<file path="config.mk">
export PLATFORM = sky130hd
export DESIGN_NAME = ahb_lite_master
export DESIGN_NICKNAME = d
export VERILOG_FILES = /design/src/rtl/ahb_pkg.sv /design/src/rtl/ahb_lite_master.sv
export SDC_FILE = /design/constraint.sdc
export NUM_CORES = 1
export LEC_CHECK = 0
export CAP_MARGIN = 15
export CORE_MARGIN = 1.5
export CORE_UTILIZATION = 38
export CTS_CLUSTER_DIAMETER = 60
export DETAILED_ROUTE_END_ITERATION = 12
export PLACE_DENSITY = 0.83
export SLEW_MARGIN = 25
export SYNTH_ARGS = -nofsm -noshare
export SYNTH_HDL_FRONTEND = slang
export SYNTH_SLANG_ARGS = --single-unit
</file>
<file path="constraint.sdc">
create_clock -name clk -period 1.7 [get_ports clk]
set_clock_uncertainty 0.1 [all_clocks]
set_input_delay 0.34 -clock clk [delete_from_list [all_inputs] [get_ports clk]]
set_output_delay 0.34 -clock clk [all_outputs]
set_load 0.02 [all_outputs]
</file>
<file path="src/rtl/ahb_pkg.sv">
// Shared AHB-Lite encodings used by the master and by the AHB slaves.
package ahb_pkg;

  localparam logic [1:0] HTRANS_IDLE   = 2'b00;
  localparam logic [1:0] HTRANS_NONSEQ = 2'b10;

  localparam logic [2:0] HBURST_SINGLE = 3'b000;

  localparam logic [2:0] HSIZE_BYTE = 3'b000;
  localparam logic [2:0] HSIZE_HALF = 3'b001;
  localparam logic [2:0] HSIZE_WORD = 3'b010;

  // The bus is 32 bits wide, so anything larger than a word is issued as a word.
  function automatic logic [2:0] clamp_size(input logic [2:0] size);
    return (size > HSIZE_WORD) ? HSIZE_WORD : size;
  endfunction

endpackage

</file>
<file path="src/rtl/ahb_lite_master.sv">
// AHB-Lite single-transfer master: command port -> two-stage address/data pipeline.
// Optional ERROR-response handling is enabled by defining AHB_MASTER_ERR_EN.
module ahb_lite_master
  import ahb_pkg::*;
#(
  parameter logic [3:0] HPROT_VAL = 4'b0011
) (
  input  logic        clk,
  input  logic        reset,
  input  logic        cmd_valid,
  output logic        cmd_ready,
  input  logic        cmd_write,
  input  logic [31:0] cmd_addr,
  input  logic [2:0]  cmd_size,
  input  logic [31:0] cmd_wdata,
  output logic        rsp_valid,
  output logic [31:0] rsp_rdata,
  output logic        rsp_err,
  output logic [31:0] haddr,
  output logic        hwrite,
  output logic [2:0]  hsize,
  output logic [2:0]  hburst,
  output logic [3:0]  hprot,
  output logic [1:0]  htrans,
  output logic        hmastlock,
  output logic [31:0] hwdata,
  input  logic [31:0] hrdata,
  input  logic        hready,
  input  logic        hresp
);

  logic        a_valid;
  logic [31:0] a_addr;
  logic        a_write;
  logic [2:0]  a_size;
  logic [31:0] a_wdata;

  logic        d_valid;
  logic        d_write;
  logic [31:0] d_wdata;

  logic        err_hold;
  logic        accept;
  logic        addr_move;

  // Command handshake: a command transfers on any edge where cmd_valid and
  // cmd_ready are both high; responses are a single-cycle rsp_valid pulse.
  assign cmd_ready = ~reset & ~err_hold & (~a_valid | hready);
  assign accept    = cmd_valid & cmd_ready;
  assign addr_move = hready & ~err_hold;

  assign haddr     = a_addr;
  assign hwrite    = a_write;
  assign hsize     = a_size;
  assign htrans    = (a_valid && !err_hold) ? HTRANS_NONSEQ : HTRANS_IDLE;
  assign hwdata    = d_wdata;
  assign hburst    = HBURST_SINGLE;
  assign hprot     = HPROT_VAL;
  assign hmastlock = 1'b0;

  always_ff @(posedge clk) begin
    if (reset) begin
      a_valid   <= 1'b0;
      a_addr    <= 32'h0;
      a_write   <= 1'b0;
      a_size    <= HSIZE_WORD;
      a_wdata   <= 32'h0;
      d_valid   <= 1'b0;
      d_write   <= 1'b0;
      d_wdata   <= 32'h0;
      rsp_valid <= 1'b0;
      rsp_rdata <= 32'h0;
    end else begin
      if (accept) begin
        a_valid <= 1'b1;
        a_addr  <= cmd_addr;
        a_write <= cmd_write;
        a_size  <= clamp_size(cmd_size);
        a_wdata <= cmd_wdata;
      end else if (addr_move) begin
        a_valid <= 1'b0;
      end

      // A held (cancelled) address phase never reaches the data stage.
      if (hready) begin
        d_valid <= a_valid & ~err_hold;
        if (a_valid && !err_hold) begin
          d_write <= a_write;
          d_wdata <= a_wdata;
        end
      end

      rsp_valid <= d_valid & hready;
      rsp_rdata <= (d_valid && hready && !d_write) ? hrdata : 32'h0;
    end
  end

`ifdef AHB_MASTER_ERR_EN
  // First ERROR cycle arms err_hold, which cancels the pending address phase;
  // the second cycle (hready high) completes the errored transfer.
  always_ff @(posedge clk) begin
    if (reset) begin
      err_hold <= 1'b0;
      rsp_err  <= 1'b0;
    end else begin
      if (d_valid && hresp && !hready && !err_hold) begin
        err_hold <= 1'b1;
      end else if (hready) begin
        err_hold <= 1'b0;
      end
      rsp_err <= d_valid & hready & hresp;
    end
  end
`else
  logic unused_hresp;
  assign unused_hresp = hresp;
  assign err_hold     = 1'b0;
  assign rsp_err      = 1'b0;
`endif

endmodule

</file>
==> key figures <==
Timing
  • Final min period: 1640 ps
  • Worst Tran Pin Value: 530 ps
  • Slew margin rel.: 0.647
  • Setup-failing EPs final: 0
  • Period utilization: 0.964
  • Fin. max-slew vios: 0
  • RSZ-0062 raised after global routing: false
  • Hold WS: 344 ps
  • Final Hold Fails: 0
  • Setup ws final: 61.1 ps
  • Highest clock rate: 0.610 GHz

Pwr
  • P_sw: 0.00174 W
  • Gate power share: 0.115
  • Switching share of power: 0.223
  • VDD IR max: 0.587 mV
  • Pwr Density: 1030 nW/um^2
  • Internal power: 0.00606 W
  • Reg power frac: 0.436
  • Leakage power: 3.51 nW
  • Part of the power in the clock network: 0.449

Place
  • I/O Buffers: 206
  • HPWL after detailed placement: 8.87 mm
  • Dpl ws: -434 ps
  • Gpl congestion: 0.715

Global route
  • Number of global-route vias before repair: 3750
  • Largest net degree at the start of global routing: 54
  • Global route overflow: 0
  • GRT Total Usage: 0.178
  • Initial antenna violation count: 0
  • First-pass GRT wire length: 18.3 mm

Synthesis
  • Area leader, netlist: dfxtp_1
  • Synth top area cells: dfxtp_1, mux2_2, nor2b_1
  • Most frequent cell after synthesis: dfxtp_1
  • Seq/Total Area, Yosys: 0.557
  • Post-synth top flop: dfxtp_1
  • Mapped cell area: 4890 sq um
  • Yosys reg bits: 136
  • Synth cell types: 19
  • Syn Inst Count: 459
  • Yosys top cell area share: 0.557
  • Synth cell count leaders: dfxtp_1, nand2_1, nor2b_1
  • Post-synth EDFFs: 0
  • Synthesis Warnings: 0
  • Avg Cell Area, Syn: 10.7 sq um
  • Ys async rst share: 0

CTS
  • CTS buffer count: 17
  • CTS Sinks: 136
  • Clock Path Buffers: 2
  • Clock latency on the worst-skew pair: 410 ps
  • Clock root cell: clkbuf_16
  • Hold buffers post-CTS: 0
  • CTS tree: yes
  • H-tree depth: 4
  • CTS clk-pin slew, worst paths: 50 ps

Floorplan
  • Initial Utilization: 0.389
  • Die X: 116 um
  • Full die area: 13600 sq um
  • Core area: 12600 sq um
  • Die extent in y: 116 um
  • Ports: 218
  • Row cnt: 41

Critical path
  • Worst path cell trace: nor2b_4, nor2_1, clkdlybuf4s15_2
  • Crit end category: primary output
  • Worst EP required: 1260 ps
  • Worst-path maximum fanout: 3
  • CP arrival: 1200 ps
  • Worst r2r path cells: 4
  • Startpoint Class: register
  • Slowest CP cell: dfxtp_2
  • Worst stage delay on the critical path: 330 ps
  • Critical path class: reg2out

Route
  • Final Routed Wirelength: 12.1 mm
  • First DRT Iteration DRCs: 113
  • Routed len/inst: 14.2 um
  • Post-DRT Antenna Nets: 0
  • Drt first pass iters: 4
  • Routed vias/inst: 4.44
  • # DRC: 0
  • Total number of vias: 3766

Hold path
  • Hold Path Class: reg2reg
  • Min-Delay Path Depth: 2

Cells and area
  • Fin nets: 769
  • Layout area overhead: 55.5%
  • Ant diodes: 0
  • Layout cells sized above 1: 0.165
  • Final Util: 0.605

Job
  • Max_cap viols: 0

Status
  • Status: completed
[state kept, by name, indices dropped and copies added (netlist names)]
| register | cells |
|---|---|
| d_write | 1 |
| hwdata | 32 |
| a_wdata | 32 |
| hwrite | 1 |
| rsp_rdata | 32 |
| rsp_valid | 1 |
| haddr | 32 |
| hsize | 3 |
| a_valid | 1 |
| d_valid | 1 |
[layer usage]
layer	GRT usage	share of wire	up-vias	wire (um)
met2	0.315	0.52	122	6270
met1	0.199	0.40	1768	4850
met3	0.0576	0.066	13	797
met5	0	0	-	0
met4	0.0732	0.012	0	142
li1	-	-	1863	-
[power by group through the flow]
stage	Combinational [W]	Sequential (W)	Clock, W
after floorplan	0.000375	0.00357	0
after global placement	0.000934	0.00347	0
after detailed placement	0.000959	0.00348	0
after CTS	0.000904	0.00341	0.00358
after global routing	0.000957	0.00342	0.00373
final	0.000894	0.00340	0.00350
[kinds of logic after synthesis]
kind of cell / share of synthesized area
mux: 0.169
simple gates: 0.191
other cells: 0.00154
flops: 0.557
buf+inv: 0.0461
compound gates: 0.0348
[area by class of cell]
| cell class | count | area [sq um] |
|---|---|---|
| Clock buffer | 26 | 509 |
| Clock inverter | 6 | 63.8 |
| Fill cell | 1040 | 4970 |
| Multi-Input combinational cell | 290 | 1990 |
| Sequential cell | 136 | 2720 |
| Tap cell | 172 | 215 |
| Timing Repair Buffer | 219 | 2100 |
[critical path: cells and delay by family (launching register included)]
family	cells	cell delay [ps]
flip-flops	1	330
buffers and inverters	1	240
AND/OR/NAND/NOR	2	220
[stage by stage]
| stage | instances | instance area (sq um) | setup TNS, ps | total power, W |
|---|---|---|---|---|
| after floorplan | 467 | 4940 | -437 | 0.00394 |
| after global placement | 817 | 7150 | -24260 | 0.00440 |
| after detailed placement | 817 | 7150 | -32740 | 0.00443 |
| after CTS | 849 | 7600 | 0 | 0.00789 |
| after global routing | 849 | 7600 | 0 | 0.00810 |
| final | 849 | 7600 | 0 | 0.00780 |
[cell usage in the layout (no fill, tap or decap), types with 2 or more instances in the layout]
master	count
clkbuf_8	5
buf_12	6
mux2_2	45
and2_1	33
conb_1	10
clkinvlp_4	2
nand2_1	69
buf_4	8
nor2_1	6
nand2b_1	2
a21oi_1	34
dlygate4sd2_1	103
mux2i_1	2
nor2b_1	65
clkinv_2	2
mux2_4	20
clkdlybuf4s50_1	101
clkbuf_1	4
dfxtp_1	135
clkbuf_16	17
[timing repair]
action / 4_1_cts / 5_1_grt
gates resized for setup: 109 / 0
setup buffers: 0 / 0
setup endpoints to repair: 107 / 0
endpoints found under the hold margin: 0 / 0
[path summary, 6_finish.rpt]
check,from,endpoint,slack [ps]
max,a_valid,cmd_ready,60
min,a_wdata[22],hwdata[22],340
max reg2reg,a_valid,a_wdata[6],80
min reg2reg,a_wdata[22],hwdata[22],340
(Power assumes the default switching activity.)
